[config.mk]
export PLATFORM = sky130hd
export DESIGN_NAME = dec_ascii_streamer
export DESIGN_NICKNAME = d
export VERILOG_FILES = /design/src/rtl/dec_ascii_streamer_pkg.sv /design/src/rtl/dec_ascii_streamer_digit_stack.sv /design/src/rtl/dec_ascii_streamer.sv
export SDC_FILE = /design/constraint.sdc
export NUM_CORES = 1
export LEC_CHECK = 0
export CORE_MARGIN = 2
export CORE_UTILIZATION = 48
export DETAILED_ROUTE_END_ITERATION = 8
export PLACE_DENSITY = 0.84
export REMOVE_ABC_BUFFERS = 1
export SLEW_MARGIN = 5
export SYNTH_ARGS = -nofsm -noshare
export SYNTH_HDL_FRONTEND = slang
export SYNTH_SLANG_ARGS = --single-unit
[constraint.sdc]
create_clock -name clk -period 2 [get_ports clk]
set_input_delay 0.4 -clock clk [delete_from_list [all_inputs] [get_ports clk]]
set_output_delay 0.4 -clock clk [all_outputs]
set_load 0.1 [all_outputs]
[src/rtl/dec_ascii_streamer_pkg.sv]
// dec_ascii_streamer_pkg: state encoding and character constants shared by the decimal streamer.
package dec_ascii_streamer_pkg;
  typedef enum logic [2:0] {IDLE, REQ, WAIT, CAPT, EMIT, TERM_CR, TERM_LF, DONE} state_t;
  localparam logic [7:0] ASCII_ZERO = 8'h30;
  localparam logic [7:0] ASCII_CR = 8'h0D;
  localparam logic [7:0] ASCII_LF = 8'h0A;
  localparam int DEC_BASE = 10;
endpackage

[src/rtl/dec_ascii_streamer_digit_stack.sv]
// digit_stack: NDIG-entry 4-bit digit register file, one write port and one combinational read port.
module digit_stack #(
  parameter int NDIG = 3,
  parameter int AW = 2
) (
  input  logic          clk,
  input  logic          reset,
  input  logic          we,
  input  logic [AW-1:0] waddr,
  input  logic [3:0]    wdata,
  input  logic [AW-1:0] raddr,
  output logic [3:0]    rdata
);
  logic [3:0] mem [NDIG];
  always_ff @(posedge clk or posedge reset)
    if (reset) mem <= '{default: '0};
    else if (we) mem[waddr] <= wdata;
  assign rdata = mem[raddr];
endmodule

[src/rtl/dec_ascii_streamer.sv]
// dec_ascii_streamer: prints an unsigned value as decimal ASCII, MSD first, via repeated division by 10
// on an external shared divider, streaming bytes over a valid/ready TX handshake.
module dec_ascii_streamer
  import dec_ascii_streamer_pkg::*;
#(
  parameter int W = 8,
  parameter int NDIG = 3,
  parameter int TERM = 0
) (
  input  logic         clk,
  input  logic         reset,
  input  logic         start,
  input  logic [W-1:0] value,
  output logic         busy,
  output logic         done_tick,
  output logic         div_start,
  output logic [W-1:0] div_dvnd,
  output logic [W-1:0] div_dvsr,
  input  logic [W-1:0] div_quo,
  input  logic [W-1:0] div_rmd,
  input  logic         div_ready,
  input  logic         div_done_tick,
  output logic [7:0]   tx_data,
  output logic         tx_valid,
  input  logic         tx_ready
);
  localparam int IW = NDIG > 1 ? $clog2(NDIG) : 1;
  localparam int CW = $clog2(NDIG + 1);
  state_t state, state_n;
  logic [W-1:0] cur, cur_n;
  logic [CW-1:0] cnt, cnt_n;
  logic [IW-1:0] idx, idx_n;
  logic [3:0] digit;
  logic xfer, last, unused_rmd;
  assign unused_rmd = ^div_rmd;
  assign xfer = tx_valid & tx_ready;
  assign last = (cnt + CW'(1)) == CW'(NDIG);
  digit_stack #(.NDIG(NDIG), .AW(IW)) u_digits (
    .clk(clk),
    .reset(reset),
    .we(state == CAPT),
    .waddr(cnt[IW-1:0]),
    .wdata(div_rmd[3:0]),
    .raddr(idx),
    .rdata(digit)
  );
  always_ff @(posedge clk or posedge reset)
    if (reset) begin
      state <= IDLE;
      cur <= '0;
      cnt <= '0;
      idx <= '0;
      tx_valid <= 1'b0;
    end else begin
      state <= state_n;
      cur <= cur_n;
      cnt <= cnt_n;
      idx <= idx_n;
      tx_valid <= state_n inside {EMIT, TERM_CR, TERM_LF};
    end
  // Digits come out LSD first, so emission walks the stack back down from the top entry.
  always_comb begin
    state_n = state;
    cur_n = cur;
    cnt_n = cnt;
    idx_n = idx;
    case (state)
      IDLE: if (start) begin
        state_n = REQ;
        cur_n = value;
        cnt_n = '0;
      end
      REQ: if (div_ready) state_n = WAIT;
      WAIT: if (div_done_tick) state_n = CAPT;
      CAPT: begin
        cur_n = div_quo;
        cnt_n = cnt + CW'(1);
        state_n = (div_quo == '0 || last) ? EMIT : REQ;
        idx_n = (div_quo == '0 || last) ? cnt[IW-1:0] : idx;
      end
      EMIT: if (xfer) begin
        state_n = idx != '0 ? EMIT : TERM != 0 ? TERM_CR : DONE;
        idx_n = idx != '0 ? idx - IW'(1) : idx;
      end
      TERM_CR: if (xfer) state_n = TERM_LF;
      TERM_LF: if (xfer) state_n = DONE;
      default: state_n = IDLE;
    endcase
  end
  assign busy = state != IDLE;
  assign done_tick = state == DONE;
  assign div_start = state == REQ && div_ready;
  assign div_dvnd = cur;
  assign div_dvsr = W'(DEC_BASE);
  assign tx_data = state == EMIT ? ASCII_ZERO + {4'h0, digit} :
                   state == TERM_CR ? ASCII_CR :
                   state == TERM_LF ? ASCII_LF : 8'h00;
endmodule

== Word-level counts from Yosys, hierarchy flattened ==
Cells that the tools add are included.
Widths: inputs -> output; s select.

* Flip-flop bits (word level): 28
* Output and inout bits: 28
* Logic and storage cells: 70

* $add $sub $neg: 3
* Bitwise operators: 3
* Mux-type cells: 26
* Equal/unequal tests: 15
* Magnitude comparators: 3
* Reduce and logical (&&, ||, !) cells: 12

{| class="wikitable"
|+ Operator list
! kind !! count
|-
| $eq 3x3->1 const B || 7
|-
| $mux 3 || 7
|-
| $pmux 3 s7 || 1
|-
| $mux 4 || 5
|-
| $pmux 8 s2 || 1
|-
| $bwmux 12 || 1
|-
| $mux 2 || 5
|-
| $bmux 4 s2 || 1
|-
| $demux 4 s2 || 1
|-
| $logic_not 8->1 || 1
|-
| $mux 8 || 1
|-
| $ne 2x2->1 const B || 4
|-
| $pmux 2 s2 || 2
|-
| $add 6x4->7 const A || 1
|-
| $mux 7 || 1
|-
| $eq 3x2->1 const B || 2
|-
| $ge 3x3->1 const B || 2
|-
| $not 2->3 || 2
|-
| $reduce_bool 2->1 || 3
|-
| $reduce_bool 3->1 || 2
|-
| $reduce_and 4->1 || 1
|-
| $eq 3x1->1 const B || 1
|-
| $logic_not 3->1 || 1
|-
| $lt 3x1->1 const B || 1
|-
| other kinds (7) || 8
|}

== Depth between registers and ports, before layout ==
Gate-level depths: netlist of the first run.

* Depth in word-level cells: 7
* Gate-level depth with buffers: 7
* Gate-level depth less buffers: 5

== Cells and area by module ==
From an unflattened synthesis of the first run, not the netlist that was laid out.

* Cells, all modules: 154
* Area total of the unflattened synthesis: 1,571.5 µm²

{| class="wikitable"
|+ Modules (own cells, without submodules)
! module !! seq. area each (µm²) !! cells an instance !! times used !! area each (µm²)
|-
| dec_ascii_streamer || 400.4 || 116 || 1 || 1,012.2
|-
| digit_stack || 300.3 || 38 || 1 || 559.3
|}

== Worst setup path after synthesis of the first run ==
OpenSTA, ideal clock, no wires.

* Kind: reg-to-output
* From: reg state[1]
* To: out tx_data[1]
* Slack: -1.242 ns
* Arrival: 2.842 ns
* Buffers on the path: 1
* Cell stages (with the launch flop): 4
* Data required time: 1.600 ns
* Path through: dfrtp_1 > clkbuf_1 > a221oi_1 > nor3_1

* Word-level cells in the longest chain between the ends: 4
* Elaborated cells between the ends (all ways): 6

{| class="wikitable"
|+ RTL lines
! what !! line !! RTL
|-
| from (decl) || dec_ascii_streamer.sv:29 || <nowiki>state_t state, state_n;</nowiki>
|-
| from (signal assigned) || dec_ascii_streamer.sv:55 || <nowiki>state <= state_n;</nowiki>
|-
| $eq 3x3->1 || dec_ascii_streamer.sv:97 || <nowiki>state == TERM_LF ? ASCII_LF : 8'h00;</nowiki>
|-
| $mux 4 || dec_ascii_streamer.sv:97 ||
|-
| $mux 4 || dec_ascii_streamer.sv:96 || <nowiki>state == TERM_CR ? ASCII_CR :</nowiki>
|-
| $mux 7 (*) || dec_ascii_streamer.sv:95 || <nowiki>assign tx_data = state == EMIT ? ASCII_ZERO + {4'h0, digit} :</nowiki>
|-
| to (decl) || dec_ascii_streamer.sv:23 || <nowiki>output logic [7:0] tx_data,</nowiki>
|}

Mark *: on every way between the ends. The rest lies on a longest branch, timed or not.

== Final worst setup path of the first run ==
* From: reg idx[0]
* To: out tx_data[2]

* Word-level cells in the longest chain between the ends: 6

{| class="wikitable"
|+ RTL lines
! what !! line !! RTL
|-
| from (decl) || dec_ascii_streamer.sv:32 || <nowiki>logic [IW-1:0] idx, idx_n;</nowiki>
|-
| from (signal assigned) || dec_ascii_streamer.sv:58 || <nowiki>idx <= idx_n;</nowiki>
|-
| $not 2->3 (implied by the code) || dec_ascii_streamer_digit_stack.sv:18 || <nowiki>assign rdata = mem[raddr];</nowiki>
|-
| $bmux 4 s2 || dec_ascii_streamer_digit_stack.sv:18 ||
|-
| $mux 4 (implied by the code) (2 in series) || dec_ascii_streamer_digit_stack.sv:18 ||
|-
| $add 6x4->7 || dec_ascii_streamer.sv:95 ||
|-
| $mux 7 || dec_ascii_streamer.sv:95 ||
|}

Every way passes these cells. The select of a mux whose other input is x is not followed.

==> metrics.yaml, run 1 <==
global_routing:
  grt_pass1_wl_um: 5770
  track_usage: 0.204
  grt-ovfl-total: 0
  grt_max_degree: 29
  grt_pass1_vias: 1298
  antenna_found_initial: 0
yosys:
  synthAdderAreaFrac: 0.0397
  netlist_instances: 155
  synth_area_leaders: "dfrtp_1 44%, mux2_2 11%, buf_4 6.2%, mux2i_1 5.7%, nand2_1 4.5%"
  synth_area_sq_um: 1580
  synth_top_area_frac: 0.445
  ys_warn_count: 0
  syn_area_per_cell_sq_um: 10.2
  ys_async_sr_fraction: 1.00
  synth_simple_gate_area_share: 0.126
  synth_ff_type: "dfrtp_1"
  synthMuxAreaShare: 0.172
  ys_ff_latch: 28
  synth_top_family_by_area: "multiplexers"
  synth_edf_count: 0
  synth_area_leader_cell: "dfrtp_1"
  synth_xor_area_frac: 0
  ys_seq_area_frac: 0.445
  synth_cell_type_count: 33
  synth_compound_area_frac: 0.113
timing:
  drv_slew: 0
  fin_worst_skew_ps: 3.49
  setup_viol: 4
  hold_viol: 0
  fin_crit_ps: 2090
  rsz0062_at_grt: "yes"
  setup_ws_ps: -90.2
  fmax_ghz: 0.478
  fin_crit_sh: 1.05
floorplanning:
  die_area_sq_um: 3760
  start_util: 0.512
  core_sq_um: 3080
  die_w_um: 61.3
  num_rows: 20
  die_y_um: 61.3
  pin_count: 58
finish:
  syn_to_final_growth_pct: 45.9
  layout_common_cells: "25 x clkdlybuf4s50_1, 24 x dfrtp_1, 21 x buf_4"
  nNetsFinal: 242
  diodes: 0
  final_common_cell: "clkdlybuf4s50_1"
  layout-drive-gt1-share: 0.345
clocking:
  cts_sinks: 28
  clockBufferDepth: 2
  insertion_delay_ps: 330
  cts_root_buf: "clkbuf_4"
  hold_buffers: 0
  path_clk_slew_ps: 150
  cts_buffers: 3
  cts_tree: "built"
  h-tree-depth: 1
run_status:
  violations: "negative setup slack"
  status: "finished with violations"
route:
  viasPerCell: 5.45
  antenna_left: 0
  firstDrtPassIters: 4
  wl_per_cell_um: 15.2
  drt_iter0_drc: 48
  wl_um: 3800
  drcViolationCount: 0
  route.vias.total: 1363
setup_path:
  cp_cell_sequence: "mux2_4, a221oi_2, nor3_2, buf_12"
  cp_max_fo: 6
  cpPeakStageDelay_ps: 520
  critPathCaptureType: "output pin"
  worst_path_max_delay_cell: "dfrtp_2"
  arrival_ps: 1690
  required_ps: 1600
  crit_type: "reg -> out"
  crit_path_start_kind: "flop"
placed_design:
  place_hpwl_um: 2480
  gp_congestion: 0.824
  dpl_worst_slack_ps: -35.7
  port_buffers: 43
worst_hold_path:
  min_path_type: "in -> async"
power:
  pwr-share-clk: 0.067
  power.total_uw: 4170
  switchingPower_uw: 2220
  p_int_uw: 1950
  p_leak_uw: 0.000974
  comb_power_share: 0.671
  seqPwrFrac: 0.263
  swShare: 0.532
  power_density_nw_per_um2: 1820
  ir_drop_v: 0.00135
job:
  maxCapViolations: 0
[power by group through the flow]
stage	logic, uW	clock network (uW)	registers, uW
4_1_cts	2480	283	1140
3_3_place_gp	2280	0	1080
2_1_floorplan	1150	0	1650
5_1_grt	2940	307	1120
3_5_place_dp	2330	0	1100
6_report	2800	278	1100
[worst paths after layout]
path,startpoint,to,slack (ps),cells after the start
worst max-delay path,idx[0]$_DFFE_PP0P_,tx_data[2],-90,4
worst min-delay path,reset,div_dvnd[5]$_DFFE_PP0P_,410,3
worst max register to register,state[1]$_DFF_PP0_,div_dvnd[6]$_DFFE_PP0P_,380,6
worst min register to register,u_digits.mem[5]$_DFFE_PP0P_,u_digits.mem[5]$_DFFE_PP0P_,530,1
max in group asynchronous,reset,state[1]$_DFF_PP0_,1290,3
min in group clk,u_digits.mem[5]$_DFFE_PP0P_,u_digits.mem[5]$_DFFE_PP0P_,530,1
[routing by layer]
| metal | up-vias | track usage | part of all wire |
|---|---|---|---|
| li1 | 626 | - | - |
| met1 | 665 | 0.269 | 0.40 |
| met2 | 68 | 0.350 | 0.53 |
| met3 | 4 | 0.0189 | 0.057 |
| met4 | 0 | 0.0745 | 0.0084 |
| met5 | - | 0 | 0 |
[critical path, delay by kind of cell (launching register included)]
| kind | cells | cell delay [ps] |
|---|---|---|
| compound gates | 1 | 250 |
| simple gates | 1 | 90 |
| buf+inv | 1 | 170 |
| mux | 1 | 330 |
| flops | 1 | 520 |
[through the flow]
stage	area [sq um]	setup TNS (ps)	hold slack, ps	cells	utilization
global route	2300	-501	430	250	0.747
floorplan	1480	-9730	465	145	-
global placement	2050	0	484	235	0.667
CTS	2200	-259	419	243	0.714
detailed placement	2050	-35.7	487	235	0.667
finish	2300	-296	409	250	0.747
[synthesized netlist by cell type, drive strengths merged, types with 3 or more instances]
cell type	count
dfrtp	28
nand2	19
buf	17
mux2	16
o21ai	10
mux2i	9
inv	8
a21oi	6
nor2	6
ha	5
nor3	5
nand3	4
a221oi	3
[registers in the layout, summed over array words and instances (netlist names)]
name	cells
state	3
u_digits.mem	12
cnt	2
idx	2
div_dvnd	8
tx_valid	1
[cell type report]
class / instances / area, sq um
Clock buffer: 4 / 36.3
Fill cell: 223 / 779
Inverter: 8 / 36.3
Multi-Input combinational cell: 109 / 847
Sequential cell: 28 / 708
Tap cell: 44 / 55.1
Timing Repair Buffer: 56 / 608
Timing Repair inverter: 1 / 7.51
[kinds of logic (layout without fill, tap and decap cells)]
kind of cell / after synthesis / in the layout
buffers and inverters: 26 / 69
adder cells (fa/ha/maj): 5 / 5
AO/OA/AOI/OAI: 28 / 28
multiplexers: 25 / 25
flip-flops: 28 / 28
AND/OR/NAND/NOR: 41 / 41
other: 2 / 10
[timing repair]
item,4_1_cts,5_1_grt
cloned,1,0
endpoints found under the setup margin,8,7
pin swaps,3,4
gates resized for setup,20,7
setup buffers,3,7
No activity file was read; power rests on OpenSTA's default activity.
==> run 2: changes to the inputs <==
Settings changed: MAX_ROUTING_LAYER from default to met4.
==> metrics.yaml, run 2 (synthesis gave the netlist of run 1 again) <==
run_status:
  status: "finished with violations"
  violations: "negative setup slack"
clocking:
  cts_buffers: 3
  cts_tree: "built"
  clockBufferDepth: 2
  cts_root_buf: "clkbuf_4"
  cts_sinks: 28
  h-tree-depth: 1
  insertion_delay_ps: 330
  hold_buffers: 0
  path_clk_slew_ps: 150
finish:
  largest_reg_flops: 12
  fillers: 223
  layout-drive-gt1-share: 0.345
  regMostFlops: "u_digits.mem"
  final_common_cell: "clkdlybuf4s50_1"
  diodes: 0
  layout_common_cells: "25 x clkdlybuf4s50_1, 24 x dfrtp_1, 21 x buf_4"
  syn_to_final_growth_pct: 45.9
  nNetsFinal: 242
global_routing:
  grt_pass1_vias: 1296
  track_usage: 0.211
  grt_max_degree: 29
  grt-ovfl-total: 0
  grt_pass1_wl_um: 5780
  antenna_found_initial: 0
timing:
  fmax_ghz: 0.478
  drv_slew: 0
  setup_viol: 4
  fin_crit_sh: 1.05
  setup_ws_ps: -93.2
  finalSetupTns_ps: -306
  rsz0062_at_grt: "yes"
  fin_crit_ps: 2090
  hold_viol: 0
  fin_worst_skew_ps: 3.88
setup_path:
  worst_path_max_delay_cell: "dfrtp_2"
  cpPeakStageDelay_ps: 520
  reg2reg_from: "idx[0]$_DFFE_PP0P_"
  crit_path_start_kind: "flop"
  cp_max_fo: 6
  cp_cell_sequence: "mux2_4, a221oi_2, nor3_2, buf_12"
  critPathCaptureType: "output pin"
  worstSetupStartpoint: "idx[0]$_DFFE_PP0P_"
  required_ps: 1600
  arrival_ps: 1690
  crit_type: "reg -> out"
placed_design:
  port_buffers: 43
  gp_congestion: 0.837
  place_hpwl_um: 2480
power:
  p_leak_uw: 0.000974
  power.total_uw: 4180
  ir_drop_v: 0.00136
  power_density_nw_per_um2: 1820
floorplanning:
  die_area_sq_um: 3760
  die_w_um: 61.3
  pin_count: 58
  die_y_um: 61.3
  num_rows: 20
  core_sq_um: 3080
  start_util: 0.512
route:
  drcViolationCount: 0
  wl_um: 3810
  firstDrtPassIters: 4
  route.vias.total: 1368
  antenna_left: 0
  viasPerCell: 5.47
  wl_per_cell_um: 15.2
  drt_iter0_drc: 34
worst_hold_path:
  min_path_type: "in -> async"
job:
  maxCapViolations: 0
==> run 2: cell counts in the layout (fill, tap and decap cells not counted) <==
No cell type changed its count.
==> run 2: metal layers <==
| metal | vias up | global-route usage | share of wire |
|---|---|---|---|
| li1 | 628 | - | - |
| met1 | 664 | 0.271 | 0.40 |
| met2 | 70 | 0.350 | 0.53 |
| met3 | 6 | 0.0189 | 0.054 |
| met4 | 0 | 0.0745 | 0.010 |
| met5 | - | - | 0 |
==> run 2: cell type report <==
cell class	count	area, sq um	area share
multi-input cells	109	847	0.369
flip-flops and latches	28	708	0.308
repair buffers	56	608	0.265
well taps	44	55.1	0.0240
clock buffers	4	36.3	0.0158
inverters	8	36.3	0.0158
repair inverters	1	7.51	0.00327
==> run 2: path summary, 6_finish.rpt <==
| kind | slack [ps] | cells after the start | endpoint |
|---|---|---|---|
| min in group clk | 530 | 1 | u_digits.mem[5]$_DFFE_PP0P_ |
| max in group asynchronous | 1300 | 3 | state[1]$_DFF_PP0_ |
| setup reg to reg | 380 | 6 | idx[0]$_DFFE_PP0P_ |
| hold reg to reg | 530 | 1 | u_digits.mem[5]$_DFFE_PP0P_ |
| setup / recovery | -90 | 4 | tx_data[2] |
| hold / removal | 410 | 3 | div_dvnd[5]$_DFFE_PP0P_ |
==> run 2: worst max-delay path, delay by kind of cell (launching register included) <==
family                 cells  cell delay [ps]
AO/OA/AOI/OAI              1              260
buffers and inverters      1              170
flip-flops                 1              520
multiplexers               1              330
AND/OR/NAND/NOR            1               90
==> run 2: timing repair <==
item                       in CTS  in global routing
pin swaps                       3                  4
setup buffers                   3                  7
gates cloned                    1                  0
resized for setup              20                  7
setup endpoints to repair       8                  7
==> run 2: metrics by stage <==
stage          cell area [sq um]   util  hold WS [ps]  instances  setup WS, ps
2_1_floorplan               1480      -           465        145         -1320
3_3_place_gp                2050  0.667           484        235          59.3
3_5_place_dp                2050  0.667           487        235         -35.7
4_1_cts                     2200  0.714           419        243          -100
5_1_grt                     2300  0.747           431        250          -143
6_report                    2300  0.747           406        250         -93.2
==> run 2: report_power, final <==
group / leakage, uW / internal, uW / switching [uW] / total, uW
Sequential: 0.000335 / 854 / 242 / 1100
Clock: 0.0000210 / 112 / 170 / 282
Combinational: 0.000618 / 988 / 1810 / 2800
Total: 0.000974 / 1950 / 2220 / 4180
